[src/rtl/floating_point_unit.sv]
// floating_point_unit: binary16 adder/subtractor with a registered result.
// Computes a + b (dec=0) or a - b (dec=1). Rounds to nearest, ties to even,
// with gradual underflow. There is one cycle of latency, and en stalls the
// result register.
// Ports:
//   clk     rising-edge clock
//   reset   asynchronous active-low reset; clears result to 0x0000
//   en      load enable for the result register
//   dec     0 = add, 1 = subtract (inverts b's sign)
//   a, b    binary16 operands
//   result  registered binary16 result
// Only DATA_WIDTH = 16 is supported.
module floating_point_unit #(
  parameter int unsigned DATA_WIDTH = 16
) (
  input  logic                  clk,
  input  logic                  reset,
  input  logic                  en,
  input  logic                  dec,
  input  logic [DATA_WIDTH-1:0] a,
  input  logic [DATA_WIDTH-1:0] b,
  output logic [DATA_WIDTH-1:0] result
);

  localparam int unsigned EXP_W  = 5;
  localparam int unsigned FRAC_W = 10;
  localparam int unsigned SIG_W  = FRAC_W + 1;   // hidden bit + fraction
  localparam int unsigned EXT_W  = SIG_W + 3;    // + guard, round, sticky
  localparam int unsigned WIDE_W = 2 * EXT_W;

  localparam logic [15:0] QNAN    = 16'h7E00;
  localparam logic [15:0] INF_MAG = 16'h7C00;

  // Leading-zero count of a 14-bit value (14 when the value is zero)
  function automatic logic [3:0] lzc14(input logic [EXT_W-1:0] v);
    lzc14 = 4'(EXT_W);
    for (int i = 0; i < int'(EXT_W); i++) begin
      if (v[i]) lzc14 = 4'(int'(EXT_W) - 1 - i);
    end
  endfunction

  // Operand decode
  logic              sa, sb;
  logic [EXP_W-1:0]  ea, eb, eea, eeb;
  logic [FRAC_W-1:0] fa, fb;
  logic [SIG_W-1:0]  siga, sigb;
  logic              nan_a, nan_b, inf_a, inf_b;

  assign sa    = a[15];
  assign sb    = b[15] ^ dec;
  assign ea    = a[14:10];
  assign eb    = b[14:10];
  assign fa    = a[9:0];
  assign fb    = b[9:0];
  assign eea   = (ea == '0) ? EXP_W'(1) : ea;
  assign eeb   = (eb == '0) ? EXP_W'(1) : eb;
  assign siga  = {(ea != '0), fa};
  assign sigb  = {(eb != '0), fb};
  assign nan_a = (ea == '1) && (fa != '0);
  assign nan_b = (eb == '1) && (fb != '0);
  assign inf_a = (ea == '1) && (fa == '0);
  assign inf_b = (eb == '1) && (fb == '0);

  // Datapath intermediates
  logic              swap;
  logic              sx, sy;
  logic [EXP_W-1:0]  ex, ey, diff, max_sh, sh;
  logic [SIG_W-1:0]  sigx, sigy;
  logic [WIDE_W-1:0] wide;
  logic [EXT_W-1:0]  xm, ym, m;
  logic [EXT_W:0]    sum;
  logic [3:0]        lz;
  logic [5:0]        exp_n, exp_r;
  logic              round_up;
  logic [SIG_W:0]    mant;
  logic [FRAC_W-1:0] frac_r;
  logic [15:0]       next_result;

  // Align, add/subtract, normalize, round and pick special cases
  always_comb begin
    swap        = 1'b0;
    sx          = 1'b0;
    sy          = 1'b0;
    ex          = '0;
    ey          = '0;
    sigx        = '0;
    sigy        = '0;
    diff        = '0;
    wide        = '0;
    xm          = '0;
    ym          = '0;
    sum         = '0;
    lz          = '0;
    max_sh      = '0;
    sh          = '0;
    m           = '0;
    exp_n       = '0;
    exp_r       = '0;
    round_up    = 1'b0;
    mant        = '0;
    frac_r      = '0;
    next_result = '0;

    // Encoded magnitudes order the same way as the values they represent
    swap = (b[14:0] > a[14:0]);
    sx   = swap ? sb   : sa;
    sy   = swap ? sa   : sb;
    ex   = swap ? eeb  : eea;
    ey   = swap ? eea  : eeb;
    sigx = swap ? sigb : siga;
    sigy = swap ? siga : sigb;
    diff = ex - ey;

    // Sticky is folded into the LSB of the aligned smaller operand
    wide = {sigy, 3'b000, WIDE_W'(0)} >> 0;
    wide = {sigy, 3'b000, EXT_W'(0)} >> diff;
    if (diff >= EXP_W'(EXT_W)) begin
      ym = {13'd0, |sigy};
    end else begin
      ym = {wide[WIDE_W-1:EXT_W+1], wide[EXT_W] | (|wide[EXT_W-1:0])};
    end
    xm = {sigx, 3'b000};

    sum = (sx == sy) ? ({1'b0, xm} + {1'b0, ym}) : ({1'b0, xm} - {1'b0, ym});

    // Left shift stops once the exponent reaches 1 (gradual underflow)
    lz     = lzc14(sum[EXT_W-1:0]);
    max_sh = ex - EXP_W'(1);
    sh     = (EXP_W'(lz) < max_sh) ? EXP_W'(lz) : max_sh;

    if (sum[EXT_W]) begin
      m     = {sum[EXT_W:2], sum[1] | sum[0]};
      exp_n = 6'(ex) + 6'd1;
    end else begin
      m     = sum[EXT_W-1:0] << sh;
      exp_n = 6'(ex) - 6'(sh);
    end

    round_up = m[2] & (m[3] | m[1] | m[0]);
    mant     = {1'b0, m[EXT_W-1:3]} + (SIG_W+1)'(round_up);

    // Rounding carry renormalizes; a cleared hidden bit means subnormal
    if (mant[SIG_W]) begin
      exp_r  = exp_n + 6'd1;
      frac_r = mant[SIG_W-1:1];
    end else begin
      exp_r  = mant[SIG_W-1] ? exp_n : 6'd0;
      frac_r = mant[FRAC_W-1:0];
    end

    if (nan_a || nan_b) begin
      next_result = QNAN;
    end else if (inf_a && inf_b && (sa != sb)) begin
      next_result = QNAN;
    end else if (inf_a) begin
      next_result = {sa, INF_MAG[14:0]};
    end else if (inf_b) begin
      next_result = {sb, INF_MAG[14:0]};
    end else if (sum == '0) begin
      next_result = (sa && sb) ? 16'h8000 : 16'h0000;
    end else if (exp_r >= 6'd31) begin
      next_result = {sx, INF_MAG[14:0]};
    end else begin
      next_result = {sx, exp_r[EXP_W-1:0], frac_r};
    end
  end

  // Result register: the only state in the block
  always_ff @(posedge clk or negedge reset) begin
    if (!reset) begin
      result <= '0;
    end else if (en) begin
      result <= DATA_WIDTH'(next_result);
    end
  end

endmodule

[config.mk]
export PLATFORM = sky130hd
export DESIGN_NAME = floating_point_unit
export DESIGN_NICKNAME = d
export VERILOG_FILES = /design/src/rtl/floating_point_unit.sv
export SDC_FILE = /design/constraint.sdc
export NUM_CORES = 1
export LEC_CHECK = 0
export CAP_MARGIN = 10
export CORE_ASPECT_RATIO = 1.4
export CORE_UTILIZATION = 45
export CTS_BUF_LIST = sky130_fd_sc_hd__clkbuf_4
export DETAILED_ROUTE_END_ITERATION = 7
export PLACE_DENSITY = 0.66
export SKIP_CTS_REPAIR_TIMING = 1
export SLEW_MARGIN = 30
export SYNTH_ARGS = -nofsm -noshare
export SYNTH_HDL_FRONTEND = slang
export SYNTH_SLANG_ARGS = --single-unit
[constraint.sdc]
create_clock -name clk -period 2.2 [get_ports clk]
set_clock_uncertainty 0.05 [all_clocks]
set_input_delay 0.66 -clock clk [delete_from_list [all_inputs] [get_ports clk]]
set_output_delay 0.66 -clock clk [all_outputs]
set_load 0.02 [all_outputs]
==> flow_metrics.tcl, run 1 <==
set metrics [dict create \
    synth_area_leaders "ha_1 (9.8%), dfrtp_1 (5.9%), a21oi_1 (5.3%), nand2_1 (4.7%), nor2_1 (4.3%)" \
    slowest_stage "fa_2" \
    clock_sinks 16 \
    ir_worst_vdd_mv 2.16 \
    drive_gt1_frac 0.477 \
    overflow 0 \
    h-tree-depth 1 \
    p_leak_nw 5.42 \
    finalNonFillerCells 1582 \
    antenna_found_initial 0 \
    hold_violations 0 \
    rsz0062_at_grt "yes" \
    grt_pass1_wl_mm 45.2 \
    routedWlPerCell_um 20.9 \
    root_buffer "clkbuf_4" \
    num_rows 52 \
    ys_types 118 \
    ys.flop_type "dfrtp_1" \
    ys_ff_latch 16 \
    cp.required_ns 2.31 \
    fp.dieArea_um2 15500 \
    syn_to_final_growth_pct 73.8 \
    clk_pin_slew_ns 0.10 \
    largest_register "result" \
    synth_edf_count 0 \
    yosysTopAreaCellShare 0.0984 \
    synthTopCellsByCount "nand2_1 (85), nor2_1 (78), a21oi_1 (72)" \
    syn_area_um2 6740 \
    async_reset_ff_frac 1.00 \
    fin_crit_sh 4.96 \
    avgViaCountPerCell 6.39 \
    crit_arrival_ns 11.02 \
    largest_reg_flops 16 \
    end_kind "flip-flop" \
    violations "setup timing" \
    reg.largest.list "result (16)" \
    yosysMostFrequentCell "nand2_1" \
    first_pass_iters 6 \
    ys_warn_count 0 \
    grt_max_degree 20 \
    setup_slack_ns -8.70 \
    cts_tree "built" \
    num_vias 10100 \
    die_y_um 147 \
    dp.cells 1544 \
    grt_use_total 0.362 \
    port_buffers 51 \
    slew_viol_final 0 \
    syn_inst 946 \
    start_util 0.464 \
    clk_path_buf_depth 2 \
    diodes 0 \
    p_sw_frac 0.510 \
    fmax_mhz 91.7 \
    hold_class "reg -> reg" \
    total_power_mw 21.1 \
    setup_violations 16 \
    p_seq_frac 0.025 \
    crit_fanout 8 \
    min_period_ns 10.90 \
    synth_area_per_cell_um2 7.12 \
    wirelength_mm 33.1 \
    power_density_nw_per_um2 1800 \
    gp_congestion 1.06 \
    clk_latency_ns 0.29 \
    fill_cells 914 \
    io_pins 52 \
    synth_largest_area_cell "ha_1" \
    path_class "in -> reg" \
    drt-initial-drc-count 927 \
    hpwl_mm 24.1 \
    ys_seq_area_frac 0.0594 \
    p_comb_frac 0.967 \
    netSwitchingPower_mw 10.8 \
    worstMarginPinSlew_ns 0.955 \
    crit_path_start_kind "input pin" \
    maxCapViolations 0 \
    critPathMaxStageDelay_ns 0.63 \
    max-slew-margin-rel 0.356 \
    synth_fp_nets 1037 \
    fp.dieW_um 105 \
    crit_top_cell "buf_4" \
    grt_pass1_vias 9362 \
    status "finished, violations left" \
    nets 1486 \
    drc 0 \
    postRouteAntennaNets 0 \
    cts_buffers 3 \
    internal-power_mw 10.3 \
    p_clk_frac 0.008 \
    core_area_um2 14500 \
]
==> power groups by stage <==
| stage | clock network, mW | logic (mW) | registers [mW] |
|---|---|---|---|
| after floorplan | 0 | 9.87 | 0.654 |
| after global placement | 0 | 17.2 | 0.513 |
| after detailed placement | 0 | 17.5 | 0.520 |
| after CTS | 0.152 | 17.5 | 0.514 |
| after global routing | 0.169 | 21.6 | 0.534 |
| final | 0.163 | 20.4 | 0.527 |
==> placed cells by master (no fill, tap or decap), types with 9 or more instances in the layout <==
| cell type | count |
|---|---|
| dlymetal6s2s_1 | 21 |
| dfrtp_1 | 16 |
| a21oi_2 | 18 |
| ha_1 | 33 |
| nor2_1 | 69 |
| a31oi_1 | 12 |
| nand2_1 | 76 |
| nand3_1 | 53 |
| clkdlybuf4s50_1 | 21 |
| o21a_1 | 10 |
| buf_4 | 424 |
| nor3_1 | 22 |
| nand4_1 | 9 |
| o21ai_0 | 37 |
| mux2i_1 | 20 |
| o21ai_1 | 20 |
| a21oi_1 | 53 |
| nand2b_1 | 17 |
| o32a_1 | 10 |
| ha_4 | 15 |
| inv_1 | 42 |
| buf_6 | 13 |
| inv_2 | 13 |
| a21o_1 | 11 |
| xnor2_1 | 26 |
| o211ai_1 | 10 |
| a211oi_1 | 12 |
| nor2_2 | 9 |
| xor2_1 | 11 |
==> layout make-up <==
type	count	area (um2)	share of cell area
Multi-Input combinational cell	824	6820	0.582
Timing Repair Buffer	490	3970	0.339
Sequential cell	16	400	0.0342
Inverter	60	258	0.0220
Tap cell	189	236	0.0202
Clock buffer	3	22.5	0.00192
==> kinds of logic after synthesis <==
logic type                 count (synthesis)  share of synthesized area
DFF                                       16                     0.0594
and+or+nand+nor                          357                      0.272
buffers and inverters                    108                     0.0696
adders and majority gates                 55                      0.104
muxes                                     29                     0.0507
AOI/OAI and AO/OA                        333                      0.375
xor gates and xnor gates                  48                     0.0680
==> per-stage QoR <==
step | setup WS [ns] | hold slack (ns) | TNS, ns | utilization | cell area, um2
2_1_floorplan | -8.49 | 0.314 | -131.73 | - | 7160
3_3_place_gp | -9.22 | 0.420 | -144.28 | 0.734 | 10700
3_5_place_dp | -9.41 | 0.435 | -146.33 | 0.734 | 10700
4_1_cts | -9.17 | 0.455 | -142.43 | 0.736 | 10700
5_1_grt | -8.98 | 0.491 | -137.55 | 0.807 | 11700
6_report | -8.70 | 0.460 | -133.35 | 0.807 | 11700
==> path summary, 6_finish.rpt <==
check,slack (ns),startpoint,endpoint,cells after the start
setup reg to reg,1.20,result[9],result[9],2
hold reg to reg,0.46,result[1],result[1],2
max in group asynchronous,1.28,reset,result[9],2
setup / recovery,-8.70,a[9],result[3],53
hold / removal,0.46,result[1],result[1],2
min in group asynchronous,0.63,reset,result[3],2
==> metal layers <==
| metal | GRT usage | wire (um) | vias to the layer above |
|---|---|---|---|
| met2 | 0.703 | 17000 | 617 |
| met5 | 0 | 0 | - |
| met4 | 0.230 | 3120 | 0 |
| met1 | 0.369 | 11100 | 4728 |
| li1 | - | - | 4514 |
| met3 | 0.0231 | 1990 | 248 |
==> critical path, delay by kind of cell <==
kind            cells  cell delay [ns]
compound gates     24             5.06
fa+ha+maj           6             1.95
simple gates       11             1.45
buf+inv             7             0.92
mux                 3             0.52
xor+xnor            2             0.44
(Power assumes the default switching activity.)
==> run 2: changes to the inputs <==
Settings changed: SLEW_MARGIN 30 to 20.
==> results of run 2 <==
Same layout as run 1: the final DEF is identical, and so are final timing and power.
